`src/rtl/coef_load_ctrl.sv`:
```
// coef_load_ctrl
//   Loads FIR coefficients from deserialized SPI packets into the shadow
//   coefficient bank. A commit is accepted only after every tap has been
//   written. The bank swap waits for the next FIR sample boundary, so the
//   datapath never sees a half-updated coefficient set.
//
// Ports
//   Clk, Reset     : single clock, asynchronous active-high reset
//   Pkt_Data       : 32-bit packet {hdr[31:24], op[23:21], addr[20:16], data}
//   Pkt_Valid      : one-cycle strobe qualifying Pkt_Data
//   Sample_Strobe  : one-cycle FIR sample boundary pulse
//   Coef_Wr_*      : registered write port into the shadow bank
//   Bank_Sel       : active bank read by the FIR datapath
//   Filt_En        : FIR output enable, set by the first completed swap
//   Load_Busy      : a load or a pending swap is in progress
//   Err_Count      : saturating count of rejected packets
module coef_load_ctrl #(
  parameter int         NUM_TAPS = 32,
  parameter int         COEF_W   = 12,
  parameter logic [7:0] HDR      = 8'hFB
) (
  input  logic              Clk,
  input  logic              Reset,
  input  logic [31:0]       Pkt_Data,
  input  logic              Pkt_Valid,
  input  logic              Sample_Strobe,
  output logic              Coef_Wr_En,
  output logic              Coef_Wr_Bank,
  output logic [4:0]        Coef_Wr_Addr,
  output logic [COEF_W-1:0] Coef_Wr_Data,
  output logic              Bank_Sel,
  output logic              Filt_En,
  output logic              Load_Busy,
  output logic [7:0]        Err_Count
);

  localparam int AW = (NUM_TAPS > 1) ? $clog2(NUM_TAPS) : 1;

  localparam logic [2:0] OP_WRITE  = 3'b000;
  localparam logic [2:0] OP_COMMIT = 3'b001;
  localparam logic [2:0] OP_ABORT  = 3'b010;

  typedef enum logic [1:0] {
    S_IDLE,
    S_LOAD,
    S_COMMIT_WAIT
  } state_t;

  state_t              state_q, state_d;
  logic [NUM_TAPS-1:0] mask_q, mask_d;
  logic                bank_sel_q, bank_sel_d;
  logic                filt_en_q, filt_en_d;
  logic                wr_en_q, wr_en_d;
  logic [4:0]          wr_addr_q, wr_addr_d;
  logic [COEF_W-1:0]   wr_data_q, wr_data_d;
  logic [7:0]          err_cnt_q, err_cnt_d;

  logic                hdr_ok;
  logic [2:0]          pkt_op;
  logic [4:0]          pkt_addr;
  logic                addr_ok;
  logic                reject;
  logic                abort_hit;
  logic                unused_bits;

  assign hdr_ok   = (Pkt_Data[31:24] == HDR);
  assign pkt_op   = Pkt_Data[23:21];
  assign pkt_addr = Pkt_Data[20:16];
  assign addr_ok  = ({1'b0, pkt_addr} < 6'(NUM_TAPS));
  // Bits [15:COEF_W] of the packet carry no information.
  assign unused_bits = ^Pkt_Data[15:0];

  always_comb begin
    state_d    = state_q;
    mask_d     = mask_q;
    bank_sel_d = bank_sel_q;
    filt_en_d  = filt_en_q;
    wr_en_d    = 1'b0;
    wr_addr_d  = wr_addr_q;
    wr_data_d  = wr_data_q;
    err_cnt_d  = err_cnt_q;
    reject     = 1'b0;
    abort_hit  = 1'b0;

    if (Pkt_Valid) begin
      if (!hdr_ok) begin
        reject = 1'b1;
      end else begin
        case (pkt_op)
          OP_WRITE: begin
            // The shadow bank is frozen once a commit is pending.
            if (state_q == S_COMMIT_WAIT || !addr_ok) begin
              reject = 1'b1;
            end else begin
              wr_en_d                = 1'b1;
              wr_addr_d              = pkt_addr;
              wr_data_d              = Pkt_Data[COEF_W-1:0];
              mask_d[pkt_addr[AW-1:0]] = 1'b1;
              state_d                = S_LOAD;
            end
          end
          OP_COMMIT: begin
            if (state_q == S_LOAD && (&mask_q)) begin
              state_d = S_COMMIT_WAIT;
            end else begin
              reject = 1'b1;
            end
          end
          OP_ABORT: begin
            if (state_q != S_IDLE) begin
              abort_hit = 1'b1;
              mask_d    = '0;
              state_d   = S_IDLE;
            end
          end
          default: reject = 1'b1;
        endcase
      end
    end

    // Uses the registered state, so a strobe coinciding with the COMMIT
    // packet itself cannot complete the swap. An ABORT in the same cycle wins.
    if (state_q == S_COMMIT_WAIT && Sample_Strobe && !abort_hit) begin
      bank_sel_d = ~bank_sel_q;
      filt_en_d  = 1'b1;
      mask_d     = '0;
      state_d    = S_IDLE;
    end

    if (reject && err_cnt_q != 8'hFF) begin
      err_cnt_d = err_cnt_q + 8'd1;
    end
  end

  always_ff @(posedge Clk or posedge Reset) begin
    if (Reset) begin
      state_q    <= S_IDLE;
      mask_q     <= '0;
      bank_sel_q <= 1'b0;
      filt_en_q  <= 1'b0;
      wr_en_q    <= 1'b0;
      wr_addr_q  <= '0;
      wr_data_q  <= '0;
      err_cnt_q  <= '0;
    end else begin
      state_q    <= state_d;
      mask_q     <= mask_d;
      bank_sel_q <= bank_sel_d;
      filt_en_q  <= filt_en_d;
      wr_en_q    <= wr_en_d;
      wr_addr_q  <= wr_addr_d;
      wr_data_q  <= wr_data_d;
      err_cnt_q  <= err_cnt_d;
    end
  end

  assign Coef_Wr_En   = wr_en_q;
  assign Coef_Wr_Bank = ~bank_sel_q;
  assign Coef_Wr_Addr = wr_addr_q;
  assign Coef_Wr_Data = wr_data_q;
  assign Bank_Sel     = bank_sel_q;
  assign Filt_En      = filt_en_q;
  assign Load_Busy    = (state_q != S_IDLE);
  assign Err_Count    = err_cnt_q;

endmodule
```
`config.mk`:
```
export PLATFORM = sky130hd
export DESIGN_NAME = coef_load_ctrl
export DESIGN_NICKNAME = d
export VERILOG_FILES = /design/src/rtl/coef_load_ctrl.sv
export SDC_FILE = /design/constraint.sdc
export NUM_CORES = 1
export LEC_CHECK = 0
export ABC_AREA = 1
export CORE_UTILIZATION = 55
export CTS_BUF_LIST = sky130_fd_sc_hd__clkbuf_4 sky130_fd_sc_hd__clkbuf_8 sky130_fd_sc_hd__clkbuf_16
export DETAILED_ROUTE_END_ITERATION = 16
export DONT_BUFFER_PORTS = 1
export GPL_ROUTABILITY_DRIVEN = 0
export PLACE_DENSITY = 0.7
export SLEW_MARGIN = 20
export SYNTH_ARGS = -nofsm -noshare
export SYNTH_HDL_FRONTEND = slang
export SYNTH_SLANG_ARGS = --single-unit
```
`constraint.sdc`:
```
create_clock -name Clk -period 2.8 [get_ports Clk]
set_clock_uncertainty 0.15 [all_clocks]
set_input_delay 0.56 -clock Clk [delete_from_list [all_inputs] [get_ports Clk]]
set_output_delay 0.56 -clock Clk [all_outputs]
set_load 0.01 [all_outputs]
```
==> run summary <==
Post-Route WL = 6975 um
Antenna-violating nets left = 0
Post-CTS Setup Bufs = 0
RSZ-0062 raised after global routing = no
Dpl ws = 624.9 ps
Hold Slack = 19.17 ps
Crit. End Element = flop
Setup tns final = 0 ps
Maximum root-to-sink buffer count = 2
PnR worst setup slack = 745.8 ps
Tcrit/Tclk final = 73.36%
Vias in the first global route = 2445
Drt pass-1 iters = 4
Worst reg2reg path endpoint = mask_q[29]$_DFFE_PP0P_
WS Path Type = reg -> reg
First-pass GRT wire length = 11450 um
Mean Syn Cell Area = 8.177 sq um
P&R area growth vs syn = 6.921%
Port bufs = 0
Area of the multi-input gates = 1563 sq um
Combinational Power Share = 8.5%
GRT Util Overall = 23.43%
Sequential power share = 53.2%
N_diodes = 0
Wire length per cell = 14.21 um
Yosys top cell by area = dfrtp_1
Total power = 1.844 mW
IO Pins = 66
Syn_nets = 446
Initial antenna violation count = 0
Drt initial violations = 174
Largest cells by area after synthesis = dfrtp_1 46%, nand2_1 14%, o21ai_2 8.6%
Setup-failing EPs final = 0
Sw power = 0.5411 mW
Congestion Overflow GR = 0
Register area share after synthesis = 46.39%
Leak = 1.661 nW
Count of distinct cell types in the synthesized netlist = 27
Num rows = 28
Crit-path max FO = 36
CTS buffer count = 9
Sw frac = 29.34%
Post-route DRC = 0
Core region area = 5886 sq um
CTS tree = yes
Top cell type's share of synthesized area = 46.39%
Worst Tran Pin Value = 626.1 ps
Max Slew Vio Count = 0
Minimum clock period = 2054 ps
VDD IR max = 0.0003655 V
Post_cts resized = 0
CTS Hold Bufs = 0
Yosys warns = 0
Share of layout cells above drive strength 1 = 16.83%
Die Y = 79.98 um
Clk sink count = 62
Worst R2R Path Depth = 11
Largest net degree at the start of global routing = 37
Via count = 2690
Sequential cell area = 1551 sq um
Max cap viols = 0
Slew HR = 58.20%
Reg2Reg Setup Slack = 750 ps
Vias per cell = 5.479
Setup crit start = state_q[0]$_DFFE_PP0P_
Syn Std Cell Area = 3344 sq um
Pint = 1.303 mW
Cells after synthesis = 409
Clk network pwr share = 38.3%
Worst skew pair latency = 350 ps
Fin nets = 448
Outcome = complete, no violations
Pwr/cell area = 515.8 nW/um^2
CTS root buffer = clkbuf_8
CP Launch Type = flop
Hold/Removal Path Class = in -> async
#FFs+latches synth = 62
Launching point of the worst reg2reg path = state_q[0]$_DFFE_PP0P_
Clk pin slew, worst setup/hold paths = 80 ps
CTS H-tree depth = 3
Hold Violations, Final = 0
Fmax = 486.8 MHz
Fillcell total = 523
Initial Utilization = 56.82%
Hpwl dp = 4688 um
Die X = 79.98 um
CP required = 2880 ps
Critical Path AT = 2130 ps
DIE AREA = 6397 sq um
## per-layer routing
layer | up-vias | global-route usage [%] | wire length (um)
li1 | 1339 | - | -
met1 | 1271 | 31.93 | 3267
met2 | 69 | 36.07 | 3274
met3 | 11 | 5.829 | 338
met4 | 0 | 8.571 | 94
met5 | - | 0 | 0
## area by class of cell
class | count | share of cell area (%)
Multi-Input combinational cell | 299 | 43.70
Sequential cell | 62 | 43.39
Clock inverter | 7 | 1.400
Clock buffer | 9 | 3.464
Tap cell | 75 | 2.624
Inverter | 33 | 3.464
Timing Repair Buffer | 6 | 1.959
## metrics by stage
stage	std cells	instance area, sq um	utilization (%)
2_1_floorplan	409	3344	-
3_3_place_gp	475	3402	57.80
3_5_place_dp	475	3402	57.80
4_1_cts	491	3576	60.76
5_1_grt	491	3576	60.76
6_report	491	3576	60.76
## synth_stat cells (all sizes together)
| master | instances |
|---|---|
| nand2 | 135 |
| dfrtp | 62 |
| nor2 | 47 |
| o21ai | 42 |
| inv | 32 |
| o211ai | 31 |
| nand3 | 21 |
| buf | 10 |
| nor3 | 7 |
| xor2 | 6 |
| clkbuf | 5 |
| nand4 | 3 |
| nand3b | 2 |
| a21boi | 1 |
| a21oi | 1 |
| a31oi | 1 |
| clkinv | 1 |
| ha | 1 |
| xnor2 | 1 |
## flip-flops by register name, indices dropped and copies added, names as in the netlist
signal	flops
mask_q	32
Coef_Wr_Data	12
Err_Count	8
Coef_Wr_Addr	5
state_q	2
Bank_Sel	1
Coef_Wr_En	1
Filt_En	1
## placed cells by master, fill, tap and decap left out, drive strengths merged, types with 2 or more instances in the layout
cell,synthesis,final
xor2,6,6
dfrtp,62,62
clkinvlp,0,3
nand4,3,3
clkbuf,5,9
nor2,47,47
buf,10,6
clkinv,1,4
nand3b,2,2
nand3,21,21
inv,32,33
o211ai,31,31
o21ai,42,42
nor3,7,7
nand2,135,135
## power groups by stage
stage	Sequential (mW)	Clock [mW]	Combinational, mW
after detailed placement	0.999	0	0.158
final	0.982	0.706	0.156
after global routing	0.990	0.759	0.179
after CTS	0.982	0.714	0.159
after floorplan	0.990	0	0.123
after global placement	0.998	0	0.151
## worst max-delay path by stage
stage / end / slack [ps] / cells after the start
after floorplan: Bank_Sel$_DFFE_PP0N_ / 550 / 1
after global placement: mask_q[23]$_DFFE_PP0P_ / 630 / 11
after detailed placement: mask_q[29]$_DFFE_PP0P_ / 620 / 11
after CTS: mask_q[29]$_DFFE_PP0P_ / 740 / 11
after global routing: mask_q[23]$_DFFE_PP0P_ / 570 / 12
final: mask_q[29]$_DFFE_PP0P_ / 750 / 11
## kinds of logic after synthesis
family | count (synthesis) | share of synthesized area [%]
fa+ha+maj | 1 | 0.3741
simple gates | 215 | 26.67
compound gates | 76 | 17.85
flops | 62 | 46.39
xor+xnor | 7 | 1.833
buf+inv | 48 | 6.883
## worst max-delay path, stage by stage, from the launching register on
cell,delay (ps)
dfrtp_1,440
nor2_2,160
inv_2,70
nand2_1,70
nor2_1,50
nand2_2,80
nand2_4,70
a21oi_4,180
nand2_4,250
buf_12,270
nand2_1,90
o21ai_2,50
Power figures use the tool's default switching activity.
